<file path="src/rtl/exc_commit_ctrl_pkg.sv">
// Shared definitions for the commit-point exception sequencer.
// Holds the exc_type one-hot bits, wb_exc flag indices, vector and FSM states.
package exc_commit_ctrl_pkg;

  localparam int INT_BIT  = 7;
  localparam int RINE_BIT = 6;
  localparam int RDAE_BIT = 5;
  localparam int ADES_BIT = 4;
  localparam int SYS_BIT  = 3;
  localparam int BP_BIT   = 2;
  localparam int RI_BIT   = 1;
  localparam int OV_BIT   = 0;

  localparam int WB_ADEL_IF = 6;
  localparam int WB_RI      = 5;
  localparam int WB_SYS     = 4;
  localparam int WB_BP      = 3;
  localparam int WB_OV      = 2;
  localparam int WB_ADEL_LD = 1;
  localparam int WB_ADES    = 0;

  localparam logic [31:0] EXCVEC_BEV1 = 32'hBFC00380;

  typedef enum logic [1:0] {
    S_IDLE     = 2'd0,
    S_FLUSH    = 2'd1,
    S_REDIRECT = 2'd2
  } state_t;

endpackage

</file>
<file path="src/rtl/exc_prio_enc.sv">
// Exception flag priority encoder: 7 raw flags to one-hot exc_type.
// Purely combinational; also used by the decode-stage exception merge.
module exc_prio_enc
  import exc_commit_ctrl_pkg::*;
(
  input  logic [6:0] flags,
  output logic [7:0] onehot,
  output logic       any
);

  // Fetch faults outrank everything the instruction itself could raise.
  always_comb begin
    onehot = '0;
    if (flags[WB_ADEL_IF])
      onehot[RINE_BIT] = 1'b1;
    else if (flags[WB_RI])
      onehot[RI_BIT] = 1'b1;
    else if (flags[WB_SYS])
      onehot[SYS_BIT] = 1'b1;
    else if (flags[WB_BP])
      onehot[BP_BIT] = 1'b1;
    else if (flags[WB_OV])
      onehot[OV_BIT] = 1'b1;
    else if (flags[WB_ADEL_LD])
      onehot[RDAE_BIT] = 1'b1;
    else if (flags[WB_ADES])
      onehot[ADES_BIT] = 1'b1;
  end

  assign any = |flags;

endmodule

</file>
<file path="src/rtl/exc_commit_ctrl.sv">
// Commit-point sequencer: arbitrates interrupt/exception/ERET/commit,
// strobes CP0, then flushes and redirects fetch via valid/ready.
module exc_commit_ctrl
  import exc_commit_ctrl_pkg::*;
#(
  parameter logic [31:0] EXC_VECTOR   = EXCVEC_BEV1,
  parameter int          FLUSH_CYCLES = 2,
  parameter int          INT_HOLDOFF  = 2
) (
  input  logic        clk,
  input  logic        resetn,
  input  logic        wb_valid,
  input  logic [31:0] wb_pc,
  input  logic        wb_is_slot,
  input  logic [6:0]  wb_exc,
  input  logic [31:0] wb_badvaddr,
  input  logic        wb_eret,
  input  logic        wb_mtc0,
  input  logic        int_happen,
  input  logic [31:0] cp0_epc,
  output logic [7:0]  exc_type,
  output logic [31:0] exc_pc,
  output logic        exc_is_slot,
  output logic [31:0] exc_badvaddr,
  output logic        eret_out,
  output logic        commit_ok,
  output logic        flush,
  output logic        redirect_valid,
  output logic [31:0] redirect_pc,
  input  logic        redirect_ready,
  output logic        busy
);

  localparam logic [3:0] FLUSH_LD = 4'(FLUSH_CYCLES);
  localparam logic [3:0] HOLD_LD  = 4'(INT_HOLDOFF);

  state_t      state, state_nx;
  logic [3:0]  fcnt, fcnt_nx;
  logic [3:0]  hcnt, hcnt_nx;
  logic [31:0] target, target_nx;

  logic [7:0]  enc_type;
  logic        exc_any;
  logic        int_ok;

  exc_prio_enc u_enc (
    .flags  (wb_exc),
    .onehot (enc_type),
    .any    (exc_any)
  );

  assign int_ok = int_happen && (hcnt == 4'd0);

  always_ff @(posedge clk or negedge resetn) begin
    if (!resetn) begin
      state  <= S_IDLE;
      fcnt   <= '0;
      hcnt   <= '0;
      target <= '0;
    end else begin
      state  <= state_nx;
      fcnt   <= fcnt_nx;
      hcnt   <= hcnt_nx;
      target <= target_nx;
    end
  end

  always_comb begin
    state_nx       = state;
    fcnt_nx        = fcnt;
    hcnt_nx        = hcnt;
    target_nx      = target;
    exc_type       = '0;
    exc_pc         = '0;
    exc_is_slot    = 1'b0;
    exc_badvaddr   = '0;
    eret_out       = 1'b0;
    commit_ok      = 1'b0;
    flush          = 1'b0;
    redirect_valid = 1'b0;
    redirect_pc    = '0;
    unique case (state)
      S_IDLE: begin
        // Hold-off counts commit opportunities, so it only runs in IDLE.
        if (hcnt != 4'd0)
          hcnt_nx = hcnt - 4'd1;
        if (wb_valid) begin
          if (int_ok || exc_any) begin
            exc_type    = int_ok ? 8'h80 : enc_type;
            exc_pc      = wb_pc;
            exc_is_slot = wb_is_slot;
            if (!int_ok && enc_type[RINE_BIT])
              exc_badvaddr = wb_pc;
            else
              exc_badvaddr = wb_badvaddr;
            target_nx = EXC_VECTOR;
            fcnt_nx   = FLUSH_LD;
            state_nx  = S_FLUSH;
          end else if (wb_eret) begin
            eret_out  = 1'b1;
            hcnt_nx   = HOLD_LD;
            target_nx = cp0_epc;
            fcnt_nx   = FLUSH_LD;
            state_nx  = S_FLUSH;
          end else begin
            commit_ok = 1'b1;
            if (wb_mtc0)
              hcnt_nx = HOLD_LD;
          end
        end
      end
      S_FLUSH: begin
        flush = 1'b1;
        if (fcnt <= 4'd1)
          state_nx = S_REDIRECT;
        else
          fcnt_nx = fcnt - 4'd1;
      end
      S_REDIRECT: begin
        redirect_valid = 1'b1;
        redirect_pc    = target;
        if (redirect_ready)
          state_nx = S_IDLE;
      end
      default: state_nx = S_IDLE;
    endcase
  end

  assign busy = (state != S_IDLE);

endmodule

</file>
<file path="config.mk">
export PLATFORM = sky130hd
export DESIGN_NAME = exc_commit_ctrl
export DESIGN_NICKNAME = d
export VERILOG_FILES = /design/src/rtl/exc_commit_ctrl_pkg.sv /design/src/rtl/exc_prio_enc.sv /design/src/rtl/exc_commit_ctrl.sv
export SDC_FILE = /design/constraint.sdc
export NUM_CORES = 1
export LEC_CHECK = 0
export ABC_CLOCK_PERIOD_IN_PS = 1700
export CORE_MARGIN = 1
export CORE_UTILIZATION = 30
export DETAILED_ROUTE_END_ITERATION = 12
export PLACE_DENSITY = 0.78
export REMOVE_ABC_BUFFERS = 1
export SLEW_MARGIN = 5
export SYNTH_ARGS = -nofsm -noshare
export SYNTH_HDL_FRONTEND = slang
export SYNTH_SLANG_ARGS = --single-unit
</file>
<file path="constraint.sdc">
create_clock -name clk -period 1.7 [get_ports clk]
set_clock_uncertainty 0.1 [all_clocks]
set_input_delay 0.255 -clock clk [delete_from_list [all_inputs] [get_ports clk]]
set_output_delay 0.255 -clock clk [all_outputs]
set_load 0.005 [all_outputs]
</file>
==> results.md <==
* Outcome: complete, but fails checks
* Failing checks: negative setup slack
* Critical path data arrival time at 2.15 ns
* Sum of routed wire length over all layers at ~16 mm
* Largest net degree at the start of global routing at 43
* Top-area cell type share of the netlist area at 38.5%
* # setup viols final at 150
* Final Cycle Share at 148%
* CP startpoint: hcnt[0]$_DFFE_PN0P_
* EDFF count, synth at 0
* FP Rows at 34
* Yosys Warn Count at 0
* Sink Count at 42
* Slowest-stage cell, CP: dfrtp_1
* Fin area at 0.00684 mm²
* Worst setup path endpoint: exc_pc[22]
* H-tree levels at 2
* Sequential area share after synthesis at 38.5%
* Mapped Cells at ~340
* Total CTS buffers at 5
* Worst Path Required at roughly 1.3 ns
* Reg2reg end: target[6]$_DFFE_PN0P_
* Vias/cell at 5.33
* Reg-to-reg slack, setup at -0.59 ns
* Routability cong. at 0.907
* Compound-gate portion of the synthesized area at a little over a fifth
* Multi-input gate area at 0.00207 mm²
* First-pass GRT wire length at 20.8 mm
* Clk_lat worst skew at 0.30 ns
* Post-synth top cells: 72 x nand2_1, 67 x and2_1, 42 x dfrtp_1
* Pwr dens at roughly 1000 mW/mm²
* Post-route setup slack at -0.809 ns
* Setup TNS at -83.26 ns
* Internal at about 4.4 mW
* Antenna Cells at 0
* DRT iter0 DRCs at 192
* Synth Cell Area at 0.00273 mm²
* Remaining antenna violation count at 0
* Clock buffer depth at 2
* DRT Pass-1 Iters at 5
* Synth Area in Adders at 1.38%
* Final hold violation count at 0
* Worst hold path type: reg -> reg
* IO Port Bufs at 220
* Clk network pwr share at 14.1%
* Crit path depth at 11
* XOR/XNOR Fraction of Synth Area at 0.642%
* Gr ovfl total at 0
* # fillers at 524
* Mux contribution to synthesized area at 0%
* CP Max Fanout at 16
* Post-synth top flop: dfrtp_1
* GRT Total Usage at approximately 27%
* Critical path type: reg -> out
* Critical Path Max Stage Delay at just under 0.4 ns
* CTS tree: built
* Synthesized-area fraction occupied by and/or/nand/nor cells at about 35%
* Register area at 0.00105 mm²
* Final Critical Period at between 2 and 3 ns
* Top post-synthesis cells by area: dfrtp_1 39%, and2_1 15%, nand2_1 9.9%
* NumNets Final at 785
* CP Launch Type: register
* Avg Cell Area, Syn at 8.07 µm²
* Post-synth top area cell: dfrtp_1
* Root buffer cell: clkbuf_8
* Worst reg2reg path depth at 11
* Crit-path cells: inv_2 > ha_4 > nand4bb_4 > buf_4 > buf_6 > a21oi_4 > buf_4 > buf_6 > buf_16 > and2_1 > dlymetal6s2s_1
* Core Area at about 0.0088 mm²
* Pleak at 3.43 nW
* Largest family of logic cells by synthesized area: simple AND/OR/NAND/NOR gates
* Seq pwr share at 17.7%
* Clock transition at path regs at 0.09 ns
* Delay-heaviest family, CP: buffers and inverters
* DRC viols at 0
* Slew headroom at 60.6%
* Die area at 0.00947 mm²
* DIE HEIGHT at 97.3 µm
* Async set or reset register ratio after synthesis at 100%
* Routed vias at ~4200
* Hold Slack at 0.413 ns
* CP Buf/Inv Count at 7
* Net Sw Power at about 2.5 mW
* Critical Path Sink Type: output port
* Switching part of the total power at around 37%
* Most numerous cell in the Yosys netlist: nand2_1
* Number of global-route vias before repair at a little under 4000
* VDD IR max at ~0.65 mV
* Synth Register Bits at 42
* Slew @ Worst Pin at 0.584 ns
* Total of max-cap violations at 0
* Fmax at 399 MHz
* I/O pins at ~220
* Distinct cells, synth at 36
* RR Startpoint: state[0]$_DFFE_PN0P_
* Layout overhead on the synthesized area at 151%
* HP Start: target[22]$_DFFE_PN0P_
* Final HPWL DP at 8.27 mm
* RSZ-0062 raised after global routing: true
* Initial antenna violation count at 0
* Pins Over Slew Limit at 0
* Gate power share at 68.2%
* Share of layout cells above drive strength 1 at 50.0%
* Die X at 97.3 µm
* Routed wire per std cell at around 21 µm
* Placed inst area at 0.00538 mm²
* Initial Utilization at 31.1%
[worst min-delay path by stage]
stage / to / cells after the start
3_5_place_dp: target[22]$_DFFE_PN0P_ / 2
2_1_floorplan: fcnt[0]$_DFFE_PN0P_ / 0
4_1_cts: target[6]$_DFFE_PN0P_ / 1
6_report: target[22]$_DFFE_PN0P_ / 1
5_1_grt: target[6]$_DFFE_PN0P_ / 1
3_3_place_gp: target[26]$_DFFE_PN0P_ / 2
[metrics by stage]
stage	power (mW)	setup WS [ns]	utilization, %	std cells
2_1_floorplan	2.21	-0.545	-	316
3_3_place_gp	3.90	-1.01	61.4	686
3_5_place_dp	3.96	-1.05	61.4	686
4_1_cts	5.82	-0.926	69.3	735
5_1_grt	7.18	-0.872	78.1	780
6_report	6.90	-0.809	78.1	780
[repair_timing]
| action | 4_1_cts | 5_1_grt |
|---|---|---|
| cloned | 8 | 8 |
| endpoints found under the setup margin | 151 | 151 |
| gates resized for setup | 369 | 219 |
| hold endpoints to repair | 42 | 0 |
| pin swaps | 15 | 54 |
| buffers inserted | 34 | 49 |
| hold buffers | 1 | 0 |
[cells in the final DEF (no fill, tap or decap), types with 6 or more instances in the layout]
master           synthesis  routed
a21oi_2                  0      22
a21oi_4                  0       7
a22o_1                  21      21
and2_1                  67      35
and2_4                   0      32
buf_12                   0      12
buf_2                    4      48
buf_4                    0      54
buf_6                    0      79
clkbuf_16                0       6
clkbuf_2                 0      16
clkdlybuf4s50_1          0     102
dfrtp_1                 42      42
dlymetal6s2s_1           0      19
nand2_1                 72      65
nor2_1                  12       6
o22a_1                  12      12
[registers in the layout, summed over array words and instances (netlist names)]
register,flops
fcnt,4
hcnt,4
state,2
target,32
[final cells by class]
type	instances	area share, %
tap	108	1.98
timing repair buffer	346	50.0
inverter	6	0.329
multi-input combinational	270	30.3
clock buffer	5	1.01
clock inverter	3	1.01
sequential	42	15.4
[power by group through the flow]
stage	sequential (mW)	clock (mW)	combinational, mW
2_1_floorplan	1.21	0	1.00
3_3_place_gp	1.20	0	2.70
4_1_cts	1.20	0.981	3.63
6_report	1.22	0.972	4.70
5_1_grt	1.23	1.02	4.92
3_5_place_dp	1.21	0	2.76
[logic make-up after synthesis]
kind of cell	count (synthesis)
and+or+nand+nor	181
adders and majority gates	3
buffers and inverters	28
xor gates and xnor gates	2
AOI/OAI and AO/OA	82
DFF	42
[layer usage]
layer / global-route usage [%] / vias to the layer above / wire length [µm]
met4: 8.37 / 0 / 595
met2: 47.0 / 257 / 7780
li1: - / 1830 / -
met1: 35.3 / 2018 / 6370
met3: 5.04 / 56 / 1260
met5: 0 / - / 0
(Power assumes the default switching activity.)
